$ cat config.mk
export PLATFORM = sky130hd
export DESIGN_NAME = adder_arbiter
export DESIGN_NICKNAME = d
export VERILOG_FILES = /design/src/rtl/adder_arbiter.sv
export SDC_FILE = /design/constraint.sdc
export NUM_CORES = 1
export LEC_CHECK = 0
export CAP_MARGIN = 20
export CORE_UTILIZATION = 50
export DETAILED_ROUTE_END_ITERATION = 10
export DONT_BUFFER_PORTS = 1
export HOLD_SLACK_MARGIN = 0.02
export PLACE_DENSITY = 0.67
export SLEW_MARGIN = 10
export SYNTH_ARGS = -nofsm -noshare
export SYNTH_HDL_FRONTEND = slang
export SYNTH_SLANG_ARGS = --single-unit
$ cat constraint.sdc
create_clock -name clk -period 1.3 [get_ports clk]
set_input_delay 0.13 -clock clk [delete_from_list [all_inputs] [get_ports clk]]
set_output_delay 0.13 -clock clk [all_outputs]
set_load 0.01 [all_outputs]
$ cat src/rtl/adder_arbiter.sv
// adder_arbiter
//   Shares one external combinational adder (y = a + b + cin, no carry-out)
//   between two requesters. Operand requests arrive on valid/ready. One winner
//   is chosen round-robin. Its operands are registered onto the adder inputs,
//   the adder result is captured one cycle later, and that result is returned
//   on a response handshake that is held until the winner accepts it.
//
//   Ports
//     clk, rst                 clock (rising edge), synchronous active-high reset
//     rN_valid / rN_ready      requester N operand handshake (N = 0, 1)
//     rN_a, rN_b, rN_cin       requester N operands
//     rN_rsp_valid / _ready    requester N result handshake
//     rN_y                     requester N result (holds last returned value)
//     add_a, add_b, add_cin    registered operands to the shared adder
//     add_y                    result from the shared adder
//     busy                     high whenever an operation is in flight
module adder_arbiter #(
  parameter int WIDTH = 8
) (
  input  logic             clk,
  input  logic             rst,
  input  logic             r0_valid,
  output logic             r0_ready,
  input  logic [WIDTH-1:0] r0_a,
  input  logic [WIDTH-1:0] r0_b,
  input  logic             r0_cin,
  output logic             r0_rsp_valid,
  input  logic             r0_rsp_ready,
  output logic [WIDTH-1:0] r0_y,
  input  logic             r1_valid,
  output logic             r1_ready,
  input  logic [WIDTH-1:0] r1_a,
  input  logic [WIDTH-1:0] r1_b,
  input  logic             r1_cin,
  output logic             r1_rsp_valid,
  input  logic             r1_rsp_ready,
  output logic [WIDTH-1:0] r1_y,
  output logic [WIDTH-1:0] add_a,
  output logic [WIDTH-1:0] add_b,
  output logic             add_cin,
  input  logic [WIDTH-1:0] add_y,
  output logic             busy
);

  localparam logic [1:0] S_IDLE = 2'd0;
  localparam logic [1:0] S_CALC = 2'd1;
  localparam logic [1:0] S_RESP = 2'd2;

  logic [1:0]       r_state;
  logic             r_grant;       // requester owning the in-flight op
  logic             r_last_grant;  // requester served most recently

  logic             w_req_any;
  logic             w_grant;
  logic             w_accept;
  logic [WIDTH-1:0] w_sel_a;
  logic [WIDTH-1:0] w_sel_b;
  logic             w_sel_cin;
  logic             w_rsp_ready;

  // Under contention the requester that was not served last wins; with a
  // single request that requester wins regardless of history.
  always_comb begin
    w_req_any = r0_valid | r1_valid;
    if (r0_valid && r1_valid) begin
      w_grant = ~r_last_grant;
    end else begin
      w_grant = r1_valid;
    end
    w_accept    = (r_state == S_IDLE) && w_req_any;
    w_sel_a     = w_grant ? r1_a   : r0_a;
    w_sel_b     = w_grant ? r1_b   : r0_b;
    w_sel_cin   = w_grant ? r1_cin : r0_cin;
    w_rsp_ready = r_grant ? r1_rsp_ready : r0_rsp_ready;
  end

  assign r0_ready     = w_accept && !w_grant;
  assign r1_ready     = w_accept &&  w_grant;
  assign r0_rsp_valid = (r_state == S_RESP) && !r_grant;
  assign r1_rsp_valid = (r_state == S_RESP) &&  r_grant;
  assign busy         = (r_state != S_IDLE);

  always_ff @(posedge clk) begin
    if (rst) begin
      r_state      <= S_IDLE;
      r_grant      <= 1'b0;
      r_last_grant <= 1'b1;   // makes requester 0 win the first contention
      add_a        <= '0;
      add_b        <= '0;
      add_cin      <= 1'b0;
      r0_y         <= '0;
      r1_y         <= '0;
    end else begin
      case (r_state)
        S_IDLE: begin
          if (w_accept) begin
            add_a   <= w_sel_a;
            add_b   <= w_sel_b;
            add_cin <= w_sel_cin;
            r_grant <= w_grant;
            r_state <= S_CALC;
          end
        end
        S_CALC: begin
          // Adder has had a full cycle to settle on the registered operands.
          // The result goes straight into the winner's result register, so
          // the other requester's y keeps its last returned value.
          if (r_grant) begin
            r1_y <= add_y;
          end else begin
            r0_y <= add_y;
          end
          r_state <= S_RESP;
        end
        S_RESP: begin
          if (w_rsp_ready) begin
            r_last_grant <= r_grant;
            r_state      <= S_IDLE;
          end
        end
        default: begin
          r_state <= S_IDLE;
        end
      endcase
    end
  end

endmodule

# Yosys cells after proc, flatten, opt, wreduce, memory -nomap -nowiden

Index checks and enable logic that the tools add are counted.

Add/sub/neg operators: 0
$mul: 0
Divide/modulo/power cells: 0
Magnitude comparators: 0
Equality and inequality tests: 4
Shifts and indexed selects: 0
Mux-type cells: 8
Bitwise operators: 3
Reduce and logical (&&, ||, !) cells: 15

Operators by type and width:

| cell               | number |
|---|---|
| $mux 8             | 2 |
| $reduce_and 2->1   | 5 |
| $logic_and 1x1->1  | 6 |
| $pmux 2 s3         | 1 |
| $mux 2             | 2 |
| $ne 2x2->1 const B | 2 |
| $mux 1             | 3 |
| $eq 2x1->1 const B | 1 |
| $eq 2x2->1 const B | 1 |
| $logic_not 1->1    | 2 |
| $logic_not 2->1    | 1 |
| $not 1->1          | 2 |
| $reduce_bool 2->1  | 1 |
| $or 1x1->1         | 1 |

Bits in registers: 37
Latch bits: 0
Bits in writable memories: 0
ROM bits: 0
Bits of input ports: 48
Output and inout port bits: 38
Word-level logic and storage cells: 38
Memories kept: 0

# Longest topological paths before layout

Gate-level depths: netlist of the first run.

Depth after elaboration: 4
Depth in mapped cells: 5
Gate-level depth less buffers: 4

# Least setup slack after synthesis of the first run

Ideal clock, no wire load.

Path type: register to register
From: register r_state[0]
To: register add_a[0]
Setup time: 0.147 ns
Data arrival time: 1.038 ns
Data required time: 1.153 ns
Setup slack: 0.115 ns
Cell stages (with the launch flop): 6
Path buffers: 1
Period minus slack after synthesis: 1.185 ns
Cell sequence: dfxtp_1 -> nor2_1 -> inv_1 -> nor2_4 -> buf_4 -> a311oi_2

Word-level cells in the longest chain between the ends: 3

Ends and longest elaborated chain:

| item                                | RTL line | source |
|---|---|---|
| from (decl)                         | 49       | `logic [1:0] r_state;` |
| from (signal assigned)              | 85       | `r_state <= S_IDLE;` |
| from (signal assigned)              | 101      | `r_state <= S_CALC;` |
| from (signal assigned)              | 113      | `r_state <= S_RESP;` |
| $logic_not 2->1 *                   | 70, 94   |  |
| $logic_and 1x1->1                   | 70       | `w_accept = (r_state == S_IDLE) && w_req_any;` |
| $reduce_and 2->1 (no source line) * | --       |  |
| to (signal assigned)                | 97       | `add_a <= w_sel_a;` |
| to (decl)                           | 38       | `output logic [WIDTH-1:0] add_a,` |

Every way passes the cells marked *; elsewhere a longest branch is shown, timed or not.
A chain may end at the register's enable or synchronous reset.

# Worst setup path in the final report of the first run

From: register r_state[1]
To: output port r0_ready

Word-level cells in the longest chain between the ends: 3

Ends and longest elaborated chain:

| item              | RTL line | source |
|---|---|---|
| $logic_not 2->1   | 70       |  |
| $logic_and 1x1->1 | 70       |  |
| $logic_and 1x1->1 | 77       | `assign r0_ready = w_accept && !w_grant;` |
| to (decl)         | 23       | `output logic r0_ready,` |

Every way passes these cells.

==> results by group, run 1 <==
Logic synthesis
  • Post-synth top area cell: dfxtp_1
  • Largest cells by area after synthesis: dfxtp_1 45%, mux2i_1 10%, a311oi_2 9.1%
  • Post-synth top area share: 44.7%
  • Syn avg cell area: 9.31 um2
  • Cells after synthesis: 178
  • Synth unique cells: 25
  • Sequential area share after synthesis: 44.7%
  • Syn Nets: 226
  • Post-synth design cell area: 1660 um2
  • Post-synthesis register bit count: 37
  • Ys Warns: 0

Clock network
  • CTS buffer count: 5
  • Max Buffers Root-to-Sink: 2
  • Clock tree sinks: 37
  • Clock latency on the worst-skew pair: 0.34 ns
  • H-Tree Depth: 2
  • CTS tree: done
  • Root buffer cell: clkbuf_4
  • Clk slew on worst S/H paths: 0.10 ns

Pwr
  • Pleak: 0.987 nW
  • PD cells: 1150 nW/um2
  • VDD IR-drop max: 0.000773 V

STA
  • Fin. Hold Viols: 0
  • Final setup viols: 1
  • Worst-margin pin slew: 0.289 ns
  • Fmax: 766 MHz
  • Final Skew: 0.00510 ns
  • Crit share post-route: 100%
  • Slew headroom: 80.7%
  • RSZ-0062 raised after global routing: yes
  • Setup Total Neg Slack: -0.00522 ns
  • Setup WS post-layout: -0.00522 ns
  • Max-slew violation count: 0
  • Fin crit period: 1.31 ns

Global routing
  • Gr usage total: 27.5%
  • First-pass GRT wire length: 6.98 mm
  • Grt total ovfl: 0
  • Pin count of the biggest net entering global routing: 38
  • Vias in the first global route: 1567
  • Antenna violations before repair: 0

Floorplan
  • Chip width: 59.6 um
  • IO Count: 86
  • Row cnt: 20
  • Starting density of the core: 53.4%
  • Die area: 3550 um2
  • Die Span Y: 59.6 um
  • CORE AREA: 3100 um2

Cells and area
  • Multi-input gate area: 856 um2
  • Ratio of cells with drive above 1 in the final layout: 21.2%
  • Non-filler cells, final: 275
  • Fill cells: 228
  • Commonest cells after routing, fill and taps aside: 44 x dlygate4sd3_1, 34 x dfxtp_1, 33 x nand2_1
  • Antenna cell count: 0
  • Fin nets: 279
  • Post-layout util: 76.5%
  • Commonest non-fill, non-tap cell in the layout: dlygate4sd3_1
  • Area growth syn-to-layout: 43.2%
  • Reg area: 749 um2

Routing
  • Mean routed wirelength per cell: 16.8 um
  • # DRC: 0
  • Via count: 1514
  • Post-route ant nets: 0
  • Total Wirelength: 4.63 mm
  • Drt via density: 5.51
  • Drt pass-1 iters: 4
  • DRT iter0 DRCs: 55

Setup path
  • Reg2Reg Capture Point: add_b[7]
  • Flop-to-flop setup slack: 0.04 ns
  • Crit Path Max Fanout: 5
  • R2R depth: 5
  • Slowest cell on crit path: dfxtp_4
  • Kind of critical path: flip-flop to output port
  • Buf+Inv Stages, Crit Path: 1
  • Startpoint Class: flip-flop
  • Worst path max stage delay: 0.38 ns
  • Critical Path End Type: output port
  • Worst EP required: 1.17 ns
  • Worst path most repeated cell: nor2_4
  • Worst path arrival time: 1.18 ns
  • CP Cell Sequence: nor2_4 -> buf_6 -> nand2_4 -> nor2_4
  • CP top delay family: flip-flops
  • Reg-to-reg startpoint: r_state[1]

Run status
  • Run status: complete, but fails checks
  • Failing checks: setup timing

Min path
  • Min-delay src: rst
  • WHS Path Cells: 2
  • Worst hold path type: input pin to flip-flop
  • Hold Crit Endpoint: r_state[0]

Run
  • Max_cap viols: 0

Placed design
  • Worst slack at placement: 0.0350 ns
  • PortBufs: 0
  • DP HPWL: 2.62 mm
  • Placed cell count: 216
  • Placer Congestion: 0.755
==> layer usage <==
metal / track usage [%] / wire length, um
met5: 0 / 0
met1: 27.1 / 1640
met2: 53.1 / 2560
met4: 9.63 / 98
met3: 8.95 / 330
==> cell families (layout without fill, tap and decap cells) <==
| kind of cell | after synthesis | count (layout) | share of synthesized area, % |
|---|---|---|---|
| flops | 37 | 37 | 44.7 |
| mux | 17 | 17 | 10.3 |
| compound gates | 41 | 41 | 21.4 |
| simple gates | 66 | 66 | 17.1 |
| buf+inv | 17 | 70 | 6.64 |
==> cell usage after synthesis <==
| library cell | instances |
|---|---|
| dfxtp_1 | 37 |
| nand2_1 | 35 |
| nor2_1 | 21 |
| a21oi_1 | 19 |
| mux2i_1 | 17 |
| a311oi_2 | 10 |
| a311oi_1 | 7 |
| buf_4 | 6 |
| clkbuf_1 | 5 |
| buf_6 | 3 |
| nor2b_1 | 3 |
| inv_1 | 2 |
| a21bo_1 | 1 |
| a21boi_4 | 1 |
| a31oi_1 | 1 |
| and2_1 | 1 |
| and3b_1 | 1 |
| buf_2 | 1 |
| nand2_2 | 1 |
| nand3b_1 | 1 |
| nor2_4 | 1 |
| nor3b_1 | 1 |
| o21ai_0 | 1 |
| o21bai_1 | 1 |
| or2_1 | 1 |
==> registers in the layout (all words and copies together) (netlist names) <==
register      count
add_b             8
r_last_grant      1
r1_y              8
r0_y              8
r_state           2
add_cin           1
r_grant           1
add_a             8
==> area by class of cell <==
cell class	count	area share (%)
Tap cell	44	2.32
Sequential cell	37	31.6
Clock inverter	2	1.48
Multi-Input combinational cell	124	36.0
Clock buffer	5	1.58
Inverter	2	0.316
Timing Repair Buffer	61	26.7
==> worst max-delay path by stage <==
| stage | from | endpoint | slack (ns) | cells past startpoint |
|---|---|---|---|---|
| after floorplan | r_state[0] | add_a[0] | 0.11 | 5 |
| after global placement | r_state[0] | add_a[0] | 0.15 | 5 |
| after CTS | r_state[0] | r0_ready | -0.06 | 4 |
| after detailed placement | r_state[0] | add_b[7] | 0.03 | 5 |
| after global routing | r_state[1] | r0_ready | -0.06 | 4 |
| final | r_state[1] | r0_ready | -0.005 | 4 |
==> timing repair <==
action | CTS | global route
gates resized for setup | 11 | 12
hold buffers | 45 | 0
setup endpoints to repair | 4 | 21
gates cloned | 0 | 0
pin swaps | 0 | 7
setup buffers | 3 | 4
hold endpoints to repair | 37 | 0
==> metrics by stage <==
stage                     power [mW]  area, um2  hold WS [ns]
final                           2.74       2370        0.0685
after global placement          1.76       1720         0.204
after CTS                       2.70       2300        0.0599
after global routing            2.89       2370        0.0618
after detailed placement        1.79       1720         0.206
after floorplan                 1.70       1660         0.274
==> power breakdown <==
group | switching, mW | internal [mW] | total (mW)
Combinational | 0.306 | 0.336 | 0.642
Clock | 0.360 | 0.391 | 0.751
Sequential | 0.117 | 1.23 | 1.35
Note: power is estimated with default switching activity, not from simulation.
==> run 2, diff against run 1 <==
--- a/config.mk
+++ b/config.mk
@@ -9,6 +9,7 @@
 export CORE_UTILIZATION = 50
 export DETAILED_ROUTE_END_ITERATION = 10
 export DONT_BUFFER_PORTS = 1
+export GPL_TIMING_DRIVEN = 0
 export HOLD_SLACK_MARGIN = 0.02
 export PLACE_DENSITY = 0.67
 export SLEW_MARGIN = 10
==> run 2 against run 1 <==
  * The run now ends clean
  * Via count about the same
  * Routed wire length decreased by 1.9%
  * Critical path type unchanged
  * Largest power group unchanged
  * Worst hold slack improved by 0.0050 ns
  * Power decreased by 6.8%
  * Largest cell class unchanged
  * Final area decreased by 2.6%
==> results by group, run 2 (synthesized netlist as in run 1, its figures left out) <==
Setup path
  • Startpoint Class: flip-flop
  • Worst path max stage delay: 0.38 ns
  • Crit. Startpoint: r_state[0]
  • Critical Path End Type: output port
  • Crit Path Max Fanout: 5
  • Worst path most repeated cell: nor2_4
  • Worst path arrival time: 1.15 ns
  • R2R depth: 5
  • Kind of critical path: flip-flop to output port
  • Worst EP required: 1.17 ns
  • Slowest cell on crit path: dfxtp_4
  • Flop-to-flop setup slack: 0.04 ns
  • Reg-to-reg startpoint: r_state[0]
  • CP Cell Sequence: nor2_4 -> buf_6 -> nand2_4 -> nor2_4
  • Reg2Reg Capture Point: add_b[3]

Placed design
  • PortBufs: 0
  • DP HPWL: 2.70 mm
  • Placed cell count: 222
  • Placer Congestion: 0.734
  • Worst slack at placement: -0.0336 ns

Clock network
  • CTS tree: done
  • Clk slew on worst S/H paths: 0.10 ns
  • Max Buffers Root-to-Sink: 2
  • Clock latency on the worst-skew pair: 0.33 ns
  • H-Tree Depth: 2
  • CTS buffer count: 5
  • Root buffer cell: clkbuf_4
  • Clock tree sinks: 37

Routing
  • Post-route ant nets: 0
  • Via count: 1515
  • DRT iter0 DRCs: 79
  • Total Wirelength: 4.54 mm
  • Mean routed wirelength per cell: 16.4 um
  • Drt pass-1 iters: 5
  • # DRC: 0
  • Drt via density: 5.47

Pwr
  • VDD IR-drop max: 0.000860 V
  • Clock Power Share: 23.6%
  • Internal: 1.80 mW
  • Seq pwr share: 53.0%
  • Net switching power: 0.758 mW
  • Combinational fraction of design power: 23.5%
  • PD cells: 1100 nW/um2
  • Pleak: 0.956 nW
  • Sw frac: 29.7%

STA
  • WHS: 0.0736 ns
  • RSZ-0062 raised after global routing: yes
  • Setup WS post-layout: 0.0191 ns
  • Final setup viols: 0
  • Fmax: 781 MHz
  • Max-slew violation count: 0
  • Crit share post-route: 98.5%
  • Final Skew: 0.00384 ns
  • Slew headroom: 55.3%
  • Fin crit period: 1.28 ns
  • Fin. Hold Viols: 0
  • Worst-margin pin slew: 0.671 ns

Floorplan
  • IO Count: 86
  • Chip width: 59.6 um
  • Row cnt: 20
  • Starting density of the core: 53.4%
  • Die area: 3550 um2
  • CORE AREA: 3100 um2
  • Die Span Y: 59.6 um

Min path
  • Worst hold path type: input pin to flip-flop
  • Hold Crit Endpoint: r_state[1]
  • WHS Path Cells: 3
  • Min-delay src: r0_rsp_ready

Run status
  • Run status: complete, no violations

Cells and area
  • Reg area: 753 um2
  • Commonest non-fill, non-tap cell in the layout: dlygate4sd3_1
  • Fill cells: 234
  • Antenna cell count: 0
  • Non-filler cells, final: 277
  • Commonest cells after routing, fill and taps aside: 44 x dlygate4sd3_1, 33 x nand2_1, 33 x dfxtp_1
  • Multi-input gate area: 855 um2
  • Area growth syn-to-layout: 39.5%
  • Fin nets: 281
  • Ratio of cells with drive above 1 in the final layout: 20.6%
  • Post-layout util: 74.6%

Global routing
  • GR peak layer: met2
  • Met2 global-route usage: 46.9%
  • First-pass GRT wire length: 6.49 mm
  • Met3 usage: 9.39%
  • Grt total ovfl: 0
  • Antenna violations before repair: 0
  • Gr usage total: 25.5%
  • Pin count of the biggest net entering global routing: 12
  • Vias in the first global route: 1475
  • Met1 GRT Util: 24.6%

Run
  • Max_cap viols: 0
-- run 2: power groups by stage --
| stage | Clock, mW | Sequential [mW] | Combinational, mW |
|---|---|---|---|
| after floorplan | 0 | 1.34 | 0.358 |
| after global placement | 0 | 1.36 | 0.409 |
| after detailed placement | 0 | 1.37 | 0.425 |
| after CTS | 0.623 | 1.35 | 0.551 |
| after global routing | 0.665 | 1.36 | 0.644 |
| final | 0.602 | 1.35 | 0.599 |
-- run 2: layout make-up --
class	instances	area share, %
well taps	44	2.38
plain buffers	13	4.43
inverters	2	0.324
flip-flops and latches	37	32.6
repair buffers	50	21.0
multi-input cells	124	36.9
clock buffers	7	2.38
-- run 2: worst max path at each step --
stage | end | slack, ns | cells past startpoint
2_1_floorplan | add_a[0] | 0.11 | 5
3_3_place_gp | add_a[0] | -0.01 | 5
3_5_place_dp | add_cin | -0.03 | 5
4_1_cts | r0_rsp_valid | -0.03 | 2
5_1_grt | r0_ready | -0.03 | 4
6_report | r0_ready | 0.02 | 4
-- run 2: through the flow --
| step | cell area [um2] | power (mW) | TNS (ns) |
|---|---|---|---|
| 4_1_cts | 2250 | 2.52 | -0.0788 |
| 5_1_grt | 2310 | 2.67 | -0.104 |
| 6_report | 2310 | 2.55 | 0 |
| 2_1_floorplan | 1660 | 1.70 | 0 |
| 3_3_place_gp | 1710 | 1.77 | -0.0780 |
| 3_5_place_dp | 1710 | 1.79 | -0.313 |
-- run 2: worst max-delay path, delay by kind of cell, from the launching register on --
family,cells,cell delay (ns)
and+or+nand+nor,3,0.30
DFF,1,0.38
buffers and inverters,1,0.13
-- run 2: per-layer routing --
metal  wire length, um  up-vias
met5                 0        -
li1                  -      728
met3               330       21
met4               198        0
met2              2380       77
met1              1640      689
-- run 2: timing repair --
item,in CTS,in global routing
endpoints found under the setup margin,22,28
hold buffers,44,0
resized for setup,12,13
pin swaps,3,4
hold endpoints to repair,34,0
setup buffers,3,3
==> run 3, diff against run 2 <==
--- a/config.mk
+++ b/config.mk
@@ -6,6 +6,7 @@
 export NUM_CORES = 1
 export LEC_CHECK = 0
 export CAP_MARGIN = 20
+export CORE_ASPECT_RATIO = 0.5
 export CORE_UTILIZATION = 50
 export DETAILED_ROUTE_END_ITERATION = 10
 export DONT_BUFFER_PORTS = 1
==> run 3 against run 2 <==
  * Core utilization fell by 1.3 points
  * Non-clock buffer count shrank 7
  * Sequential cell count unchanged
  * Worst hold slack worse by 0.055 ns
  * Highest routed layer unchanged
==> results by group, run 3 (synthesized netlist as in run 1, its figures left out) <==
Cells and area
  • Commonest cells after routing, fill and taps aside: 35 x dlygate4sd3_1, 34 x nand2_1, 33 x dfxtp_1
  • Area growth syn-to-layout: 36.3%
  • Fill cells: 221
  • Antenna cell count: 0
  • Commonest non-fill, non-tap cell in the layout: dlygate4sd3_1
  • Final Cell Area: 2260 um2
  • Ratio of cells with drive above 1 in the final layout: 21.1%
  • Reg area: 748 um2
  • Fin nets: 274
  • Multi-input gate area: 835 um2

Clock network
  • Clock tree sinks: 37
  • Max Buffers Root-to-Sink: 2
  • Clk slew on worst S/H paths: 0.08 ns
  • CTS buffer count: 5
  • H-Tree Depth: 2
  • CTS tree: done
  • Clock latency on the worst-skew pair: 0.29 ns
  • Root buffer cell: clkbuf_8

Global routing
  • Pin count of the biggest net entering global routing: 12
  • First-pass GRT wire length: 6.96 mm
  • Grt total ovfl: 0
  • Gr usage total: 26.5%
  • Vias in the first global route: 1427
  • Antenna violations before repair: 0

Routing
  • Drt pass-1 iters: 4
  • WL met1: 1.69 mm
  • Met2 wire len: 2.25 mm
  • Total Wirelength: 4.46 mm
  • # DRC: 0
  • Met3 routed WL: 408 um
  • Highest metal used: met4
  • Post-route ant nets: 0
  • Drt via density: 5.65
  • Mean routed wirelength per cell: 16.7 um
  • Via count: 1509
  • DRT iter0 DRCs: 77

Setup path
  • Kind of critical path: flip-flop to flip-flop
  • Startpoint Class: flip-flop
  • Crit Path Max Fanout: 8
  • Critical Path End Type: flip-flop
  • Worst path arrival time: 1.41 ns
  • Worst EP required: 1.45 ns

STA
  • Fin. Hold Viols: 0
  • Final Skew: 0.00641 ns
  • WHS: 0.0188 ns
  • Worst-margin pin slew: 0.671 ns
  • Fmax: 794 MHz
  • Crit share post-route: 96.8%
  • Fin crit period: 1.26 ns
  • Max-slew violation count: 0
  • Slew headroom: 55.2%
  • Final setup viols: 0

Placed design
  • Placer Congestion: 0.732
  • PortBufs: 0
  • DP HPWL: 2.40 mm
  • Dpl cell area: 1710 um2

Floorplan
  • Row cnt: 14
  • Chip width: 83.4 um
  • Die Span Y: 42.7 um
  • IO Count: 86
  • Die area: 3560 um2
  • Starting density of the core: 53.8%
  • CORE AREA: 3080 um2

Run status
  • Run status: complete, no violations

Run
  • Max_cap viols: 0

Pwr
  • PD cells: 1210 nW/um2
  • VDD IR-drop max: 0.000896 V
  • Pleak: 0.948 nW

Min path
  • Worst hold path type: input pin to flip-flop
run 3: through the flow:
step / util [%] / cells / setup TNS [ns] / total power, mW / worst slack (ns)
floorplan: - / 178 / 0 / 1.70 / 0.115
global placement: 55.4 / 218 / -0.615 / 1.77 / -0.0703
detailed placement: 55.4 / 218 / -0.442 / 1.78 / -0.0486
CTS: 70.4 / 262 / 0 / 2.65 / 0.00777
global route: 73.3 / 267 / -0.0102 / 2.86 / -0.00650
finish: 73.3 / 267 / 0 / 2.73 / 0.0410
run 3: repair_timing:
| item | 4_1_cts | 5_1_grt |
|---|---|---|
| buffers inserted | 3 | 4 |
| cloned | 0 | 1 |
| setup endpoints to repair | 19 | 27 |
| pin swaps | 4 | 2 |
| endpoints found under the hold margin | 31 | 0 |
| hold buffers | 35 | 0 |
| gates resized for setup | 7 | 12 |
run 3: cell type report:
class	instances	share of cell area, %
buffer	13	4.82
timing repair buffer	43	18.9
sequential	37	33.1
multi-input combinational	124	36.9
inverter	2	0.332
clock inverter	2	0.443
clock buffer	6	3.21
tap	40	2.21
run 3: metal layers:
| layer | GRT usage, % | vias up |
|---|---|---|
| met3 | 8.95 | 12 |
| met5 | 0 | - |
| met2 | 47.9 | 79 |
| met4 | 14.2 | 0 |
| met1 | 28.2 | 704 |
| li1 | - | 714 |
run 3: report_power, final:
part | internal, mW | switching, mW
Sequential | 1.23 | 0.119
Combinational | 0.311 | 0.282
Clock | 0.371 | 0.410
run 3: worst paths after layout:
path | startpoint | to | slack (ns) | cells past startpoint
min | r1_a[7] | add_a[7] | 0.02 | 2
max reg2reg | r_state[1] | add_a[6] | 0.04 | 5
max | r_state[1] | add_a[6] | 0.04 | 5
min reg2reg | r0_y[7] | r0_y[7] | 0.56 | 2
run 3: worst max-delay path, stage by stage, from the launching register on:
cell       delay, ns
dfxtp_4         0.37
nor2_4          0.12
inv_2           0.08
nor2_4          0.26
clkbuf_16       0.21
a311oi_2        0.08
